[src/rtl/cmps2_i2c_target.sv]
`default_nettype none
// ============================================================================
// Module   : cmps2_i2c_target
// Purpose  : I2C target emulating the Pmod CMPS2 (MMC34160PJ) register map.
//            Field values arrive on input ports, are captured at the end of
//            each TM_M measurement and served by multi-byte reads.
// Ports    : clk, rst             - system clock, synchronous active-high reset
//            scl_in, sda_in       - raw asynchronous bus lines
//            sda_drive_low        - 1 = pull SDA low (open drain)
//            field_x/y/z          - signed field values sampled at completion
//            meas_busy            - measurement counter running
//            cmd_valid, cmd_data  - pulse / byte for each CTRL0 write
// Revision : 1.0 - initial release
// ============================================================================
module cmps2_i2c_target #(
  parameter logic [6:0]  DEV_ADDR    = 7'h30,
  parameter logic [7:0]  PRODUCT_ID  = 8'h06,
  parameter int unsigned MEAS_CYCLES = 800_000
) (
  input  logic        clk,
  input  logic        rst,
  input  logic        scl_in,
  input  logic        sda_in,
  output logic        sda_drive_low,
  input  logic [15:0] field_x,
  input  logic [15:0] field_y,
  input  logic [15:0] field_z,
  output logic        meas_busy,
  output logic        cmd_valid,
  output logic [7:0]  cmd_data
);

  localparam int                 c_CNT_W    = $clog2(MEAS_CYCLES + 1);
  localparam logic [c_CNT_W-1:0] c_CNT_LOAD = c_CNT_W'(MEAS_CYCLES - 1);

  typedef enum logic [3:0] {
    S_IDLE, S_ADDR, S_ADDR_ACK, S_REG, S_REG_ACK,
    S_WDATA, S_WDATA_ACK, S_RDATA, S_RACK
  } state_t;

  state_t               r_state;
  logic                 r_scl_s1, r_scl_s2, r_scl_q;
  logic                 r_sda_s1, r_sda_s2, r_sda_q;
  logic [3:0]           r_bit_cnt;
  logic [7:0]           r_shift;
  logic                 r_rw;
  logic [7:0]           r_ptr;
  logic                 r_sda_low;
  logic                 r_addressed;  // a transaction to us is open until STOP
  logic                 r_pending;    // shadow waiting to be published at STOP
  logic [47:0]          r_data;       // byte n = register 0x0n
  logic [47:0]          r_shadow;
  logic                 r_status_done;
  logic [7:0]           r_ctrl1;
  logic                 r_meas_busy;
  logic [c_CNT_W-1:0]   r_meas_cnt;
  logic                 r_cmd_valid;
  logic [7:0]           r_cmd_data;

  logic w_scl_rise, w_scl_fall, w_start, w_stop, w_defer;
  logic [7:0] w_rd_byte;

  assign w_scl_rise = r_scl_s2 & ~r_scl_q;
  assign w_scl_fall = ~r_scl_s2 & r_scl_q;
  assign w_start    = r_scl_s2 & r_scl_q & r_sda_q & ~r_sda_s2;
  assign w_stop     = r_scl_s2 & r_scl_q & ~r_sda_q & r_sda_s2;
  // A STOP in the completion cycle closes the transaction, so publish at once.
  assign w_defer    = r_addressed & ~w_stop;

  assign sda_drive_low = r_sda_low;
  assign meas_busy     = r_meas_busy;
  assign cmd_valid     = r_cmd_valid;
  assign cmd_data      = r_cmd_data;

  always_comb begin
    w_rd_byte = 8'h00;
    if (r_ptr < 8'd6)
      w_rd_byte = r_data[{r_ptr[2:0], 3'b000} +: 8];
    else if (r_ptr == 8'h06)
      w_rd_byte = {7'b0, r_status_done};
    else if (r_ptr == 8'h08)
      w_rd_byte = r_ctrl1;
    else if (r_ptr == 8'h20)
      w_rd_byte = PRODUCT_ID;
  end

  always_ff @(posedge clk) begin
    if (rst) begin
      r_state       <= S_IDLE;
      r_scl_s1      <= 1'b1;
      r_scl_s2      <= 1'b1;
      r_scl_q       <= 1'b1;
      r_sda_s1      <= 1'b1;
      r_sda_s2      <= 1'b1;
      r_sda_q       <= 1'b1;
      r_bit_cnt     <= 4'd0;
      r_shift       <= 8'h00;
      r_rw          <= 1'b0;
      r_ptr         <= 8'h00;
      r_sda_low     <= 1'b0;
      r_addressed   <= 1'b0;
      r_pending     <= 1'b0;
      r_data        <= 48'h0;
      r_shadow      <= 48'h0;
      r_status_done <= 1'b0;
      r_ctrl1       <= 8'h00;
      r_meas_busy   <= 1'b0;
      r_meas_cnt    <= '0;
      r_cmd_valid   <= 1'b0;
      r_cmd_data    <= 8'h00;
    end else begin
      r_scl_s1    <= scl_in;
      r_scl_s2    <= r_scl_s1;
      r_scl_q     <= r_scl_s2;
      r_sda_s1    <= sda_in;
      r_sda_s2    <= r_sda_s1;
      r_sda_q     <= r_sda_s2;
      r_cmd_valid <= 1'b0;

      if (w_stop) begin
        r_state     <= S_IDLE;
        r_sda_low   <= 1'b0;
        r_addressed <= 1'b0;
        r_pending   <= 1'b0;
        if (r_pending)
          r_data <= r_shadow;
      end else if (w_start) begin
        r_state   <= S_ADDR;
        r_bit_cnt <= 4'd0;
        r_sda_low <= 1'b0;
      end else begin
        case (r_state)
          S_ADDR: begin
            if (w_scl_rise) begin
              r_shift   <= {r_shift[6:0], r_sda_s2};
              r_bit_cnt <= r_bit_cnt + 4'd1;
            end else if (w_scl_fall && r_bit_cnt == 4'd8) begin
              r_bit_cnt <= 4'd0;
              if (r_shift[7:1] == DEV_ADDR) begin
                r_sda_low   <= 1'b1;
                r_rw        <= r_shift[0];
                r_addressed <= 1'b1;
                r_state     <= S_ADDR_ACK;
              end else begin
                r_state <= S_IDLE;
              end
            end
          end
          S_ADDR_ACK: begin
            if (w_scl_fall) begin
              r_bit_cnt <= 4'd0;
              if (r_rw) begin
                // first read byte: MSB goes out on the ACK-release edge
                r_sda_low <= ~w_rd_byte[7];
                r_shift   <= {w_rd_byte[6:0], 1'b0};
                r_state   <= S_RDATA;
              end else begin
                r_sda_low <= 1'b0;
                r_state   <= S_REG;
              end
            end
          end
          S_REG, S_WDATA: begin
            if (w_scl_rise) begin
              r_shift   <= {r_shift[6:0], r_sda_s2};
              r_bit_cnt <= r_bit_cnt + 4'd1;
            end else if (w_scl_fall && r_bit_cnt == 4'd8) begin
              r_sda_low <= 1'b1;
              if (r_state == S_REG) begin
                r_ptr   <= r_shift;
                r_state <= S_REG_ACK;
              end else begin
                if (r_ptr == 8'h07) begin
                  r_cmd_valid <= 1'b1;
                  r_cmd_data  <= r_shift;
                  if (r_shift[0] && !r_meas_busy) begin
                    r_status_done <= 1'b0;
                    r_meas_busy   <= 1'b1;
                    r_meas_cnt    <= c_CNT_LOAD;
                  end
                end else if (r_ptr == 8'h08) begin
                  r_ctrl1 <= r_shift;
                end
                r_ptr   <= r_ptr + 8'd1;
                r_state <= S_WDATA_ACK;
              end
            end
          end
          S_REG_ACK, S_WDATA_ACK: begin
            if (w_scl_fall) begin
              r_sda_low <= 1'b0;
              r_bit_cnt <= 4'd0;
              r_state   <= S_WDATA;
            end
          end
          S_RDATA: begin
            if (w_scl_rise) begin
              r_bit_cnt <= r_bit_cnt + 4'd1;
            end else if (w_scl_fall) begin
              if (r_bit_cnt == 4'd8) begin
                r_sda_low <= 1'b0;
                r_state   <= S_RACK;
              end else begin
                r_sda_low <= ~r_shift[7];
                r_shift   <= {r_shift[6:0], 1'b0};
              end
            end
          end
          S_RACK: begin
            // falls and rises alternate, so the fall here follows the ACK rise
            if (w_scl_rise) begin
              if (r_sda_s2)
                r_state <= S_IDLE;
              else
                r_ptr <= r_ptr + 8'd1;
            end else if (w_scl_fall) begin
              r_sda_low <= ~w_rd_byte[7];
              r_shift   <= {w_rd_byte[6:0], 1'b0};
              r_bit_cnt <= 4'd0;
              r_state   <= S_RDATA;
            end
          end
          default: ;
        endcase
      end

      // Measurement counter; placed last so completion wins over the STOP copy.
      if (r_meas_busy) begin
        if (r_meas_cnt == '0) begin
          r_meas_busy   <= 1'b0;
          r_status_done <= 1'b1;
          r_shadow      <= {field_z, field_y, field_x};
          if (w_defer)
            r_pending <= 1'b1;
          else
            r_data <= {field_z, field_y, field_x};
        end else begin
          r_meas_cnt <= r_meas_cnt - 1'b1;
        end
      end
    end
  end

endmodule
`default_nettype wire
[config.mk]
export PLATFORM = sky130hd
export DESIGN_NAME = cmps2_i2c_target
export DESIGN_NICKNAME = d
export VERILOG_FILES = /design/src/rtl/cmps2_i2c_target.sv
export SDC_FILE = /design/constraint.sdc
export NUM_CORES = 1
export LEC_CHECK = 0
export CORE_UTILIZATION = 53
export DETAILED_ROUTE_END_ITERATION = 16
export PLACE_DENSITY_LB_ADDON = 0.25
export SLEW_MARGIN = 20
export SYNTH_ARGS = -nofsm -noshare
export SYNTH_HDL_FRONTEND = slang
export SYNTH_SLANG_ARGS = --single-unit
[constraint.sdc]
create_clock -name clk -period 2.2 [get_ports clk]
set_input_delay 0.44 -clock clk [delete_from_list [all_inputs] [get_ports clk]]
set_output_delay 0.44 -clock clk [all_outputs]
set_load 0.03 [all_outputs]
==> run_results.csv <==
group,metric,value,unit
global_route,grt_usage,26.9,%
yosys,synth_edf_count,0,
sta,fin_crit,2.11,ns
yosys,yosysTopAreaCell,"dfxtp_1",
floorplan,fp.coreArea,15200,um2
yosys,synth_top_area_share,40.9,%
yosys,yosysWarnings,0,
clocking,cts_tree,"done",
floorplan,rows,45,
global_route,grt_pass1_wl,34600,um
placed_design,gp_congestion,0.898,
layout,finalInstanceArea,10200,um2
drt,via_per_inst,6.01,
setup_path,rr_startpoint,"r_meas_cnt[4]$_SDFF_PP0_",
sta,finalHoldViolCount,0,
power_and_ir_drop,leakage,0.00402,uW
sta,finalSetupViolations,0,
floorplan,fp.dieW,127,um
drt,wl_per_cell,17.5,um
min_path,worstHoldStart,"rst",
clocking,numCtsBuffers,17,
yosys,syn_inst,960,
setup_path,crit_path_max_fanout,49,
floorplan,ios,63,
drt,drtPass1Iterations,7,
setup_path,startpoint_type,"flip-flop",
sta,slew_viol_final,0,
global_route,use_met3,5.53,%
yosys,synth_area_leaders,"dfxtp_1 (41%), mux2i_1 (8.2%), nand2_1 (6.1%)",
sta,fin_crit_sh,95.8,%
yosys,syn-num-nets,1021,
floorplan,die_h,127,um
setup_path,reg2reg_depth,5,
layout,final_layout_size_suffix_gt1_share,14.2,%
status,status,"finished clean",
setup_path,cp.arrival,2.42,ns
sta,finClkSkew,0.00874,ns
min_path,min_delay_path_depth,3,
floorplan,dieArea,16100,um2
placed_design,dpl.cell_count,1191,
setup_path,criticalPathCategory,"flip-flop to flip-flop",
yosys,yosysUniqueCellTypes,72,
global_route,grtUsageMet1,36.5,%
yosys,synthesis.area,8280,um2
setup_path,regToRegSetupSlack,0.09,ns
sta,fmax,474,MHz
drt,wirelength,21500,um
power_and_ir_drop,power.density,657,nW/um2
global_route,antenna_found_initial,0,
min_path,min_path_type,"input port to flip-flop",
drt,ant_nets,0,
sta,tightestPinTransition,0.625,ns
placed_design,place_hpwl,13500,um
global_route,grt-busiest-layer,"met2",
layout,layout_commonest_cell,"dfxtp_1",
clocking,cts.sinks,169,
global_route,grt_max_degree,106,
global_route,grt.met2_usage,43.6,%
placed_design,post_dp_cell_area,9370,um2
global_route,overflow,0,
layout,final_cell_mix,"dfxtp_1 (168), nand2_1 (131), a21oi_1 (74)",
yosys,ys_ff_latch,169,
placed_design,portBuffers,62,
clocking,clkTransAtPathRegs,0.07,ns
clocking,clk_path_buf_depth,2,
clocking,cts-root-buf,"clkbuf_16",
min_path,hold-path-endpoint,"r_pending$_SDFF_PP0_",
yosys,synth-async-reset-ratio,0,%
drt,vias,7372,
global_route,grt_pass1_vias,6819,
setup_path,r2r_end,"r_data[14]$_SDFF_PP0_",
yosys,avgSynthCellArea,8.62,um2
drt,dr.first_iter.drc_count,757,
job,max_cap_violations,0,
clocking,h-tree-depth,4,
setup_path,crit_path_end_kind,"flip-flop",
drt,drc_errors,0,
yosys,seq_area_frac_synth,40.9,%
power_and_ir_drop,max-vdd-ir-drop,0.000547,V
layout,final_cells,1227,
sta,max_slew_margin,58.3,%
floorplan,start_util,54.5,%
layout,fin_nets,1087,
layout,antenna_cells,0,
setup_path,required,2.51,ns
layout,area_growth,23.3,%
clocking,insertion_delay,0.43,ns
yosys,synthFlopType,"dfxtp_1",
==> per-stage QoR <==
stage          utilization [%]  total power (uW)  worst slack [ns]  hold slack, ns  TNS, ns
2_1_floorplan                -              3260           0.00932           0.389        0
3_5_place_dp              61.7              3420           -0.0317           0.397  -0.0432
5_1_grt                   67.1              6910           -0.0438           0.425   -0.520
6_report                  67.1              6710            0.0917           0.416        0
4_1_cts                   66.0              6750            0.0155           0.404        0
3_3_place_gp              61.7              3420           -0.0168           0.397  -0.0195
==> worst max-delay path, stage by stage (launching register included) <==
cell	delay, ns
dfxtp_1	0.35
or4_1	0.64
nor3_4	0.25
nand3_2	0.13
buf_12	0.20
a221oi_1	0.38
==> how the worst max path moves through the flow <==
| stage | to | slack, ns | from | depth (start not counted) |
|---|---|---|---|---|
| floorplan | r_ctrl1[0]$_SDFFE_PP0P_ | 0.009 | r_ptr[0]$_SDFFE_PP0P_ | 9 |
| global placement | r_meas_cnt[11]$_SDFF_PP0_ | -0.02 | r_scl_s2$_SDFF_PP1_ | 7 |
| detailed placement | r_meas_cnt[10]$_SDFF_PP0_ | -0.03 | r_bit_cnt[0]$_SDFFE_PP0P_ | 7 |
| CTS | r_data[14]$_SDFF_PP0_ | 0.02 | r_meas_cnt[0]$_SDFF_PP0_ | 8 |
| global route | r_data[20]$_SDFF_PP0_ | -0.04 | r_meas_cnt[0]$_SDFF_PP0_ | 9 |
| finish | r_data[14]$_SDFF_PP0_ | 0.09 | r_meas_cnt[4]$_SDFF_PP0_ | 5 |
==> area by class of cell <==
class	count	area, um2
timing repair buffer	120	1210
inverter	67	251
fill	1259	4990
clock buffer	17	425
tap	188	235
multi-input combinational	651	4470
clock inverter	15	239
sequential	169	3380
==> what timing repair did <==
item,in CTS,in global routing
hold buffers,0,0
resized for setup,2,15
setup endpoints to repair,5,120
setup buffers,0,1
gates cloned,0,3
pin swaps,0,2
==> power breakdown <==
part           internal (uW)  switching, uW  leakage [uW]
Combinational            133            150       0.00234
Clock                   2040           1320      0.000318
Sequential              3070           7.94       0.00136
Total                   5240           1470       0.00402
==> registers in the layout, indices dropped and copies added (netlist names) <==
register	flops
cmd_data	8
r_ctrl1	8
r_shadow	48
r_scl_q	1
r_rw	1
r_state	4
cmd_valid	1
r_data	48
r_bit_cnt	4
r_pending	1
sda_drive_low	1
r_status_done	1
r_sda_q	1
r_scl_s1	1
meas_busy	1
r_sda_s2	1
r_shift	8
r_addressed	1
r_scl_s2	1
r_sda_s1	1
r_meas_cnt	20
r_ptr	8
==> metal layers <==
metal	share of wire [%]	up-vias
li1	-	3596
met1	45	3537
met2	48	211
met3	5.6	28
met4	1.5	0
met5	0	-
==> synth_stat cells (all sizes together) (9+ instances only) <==
cell type / instances
a211oi: 12
a21oi: 76
a221oi: 50
buf: 23
clkbuf: 50
dfxtp: 169
ha: 9
inv: 67
mux2i: 68
nand2: 134
nand3: 17
nand4: 9
nor2: 54
nor2b: 14
nor3: 20
o21ai: 23
or2: 9
==> logic make-up after synthesis <==
logic type | Yosys count | share of synthesized area [%]
and+or+nand+nor | 317 | 19.1
xor gates and xnor gates | 8 | 0.846
buffers and inverters | 140 | 6.70
DFF | 169 | 40.9
adders and majority gates | 9 | 1.36
muxes | 84 | 11.5
AOI/OAI and AO/OA | 233 | 19.6
Note: power is estimated with default switching activity, not from simulation.
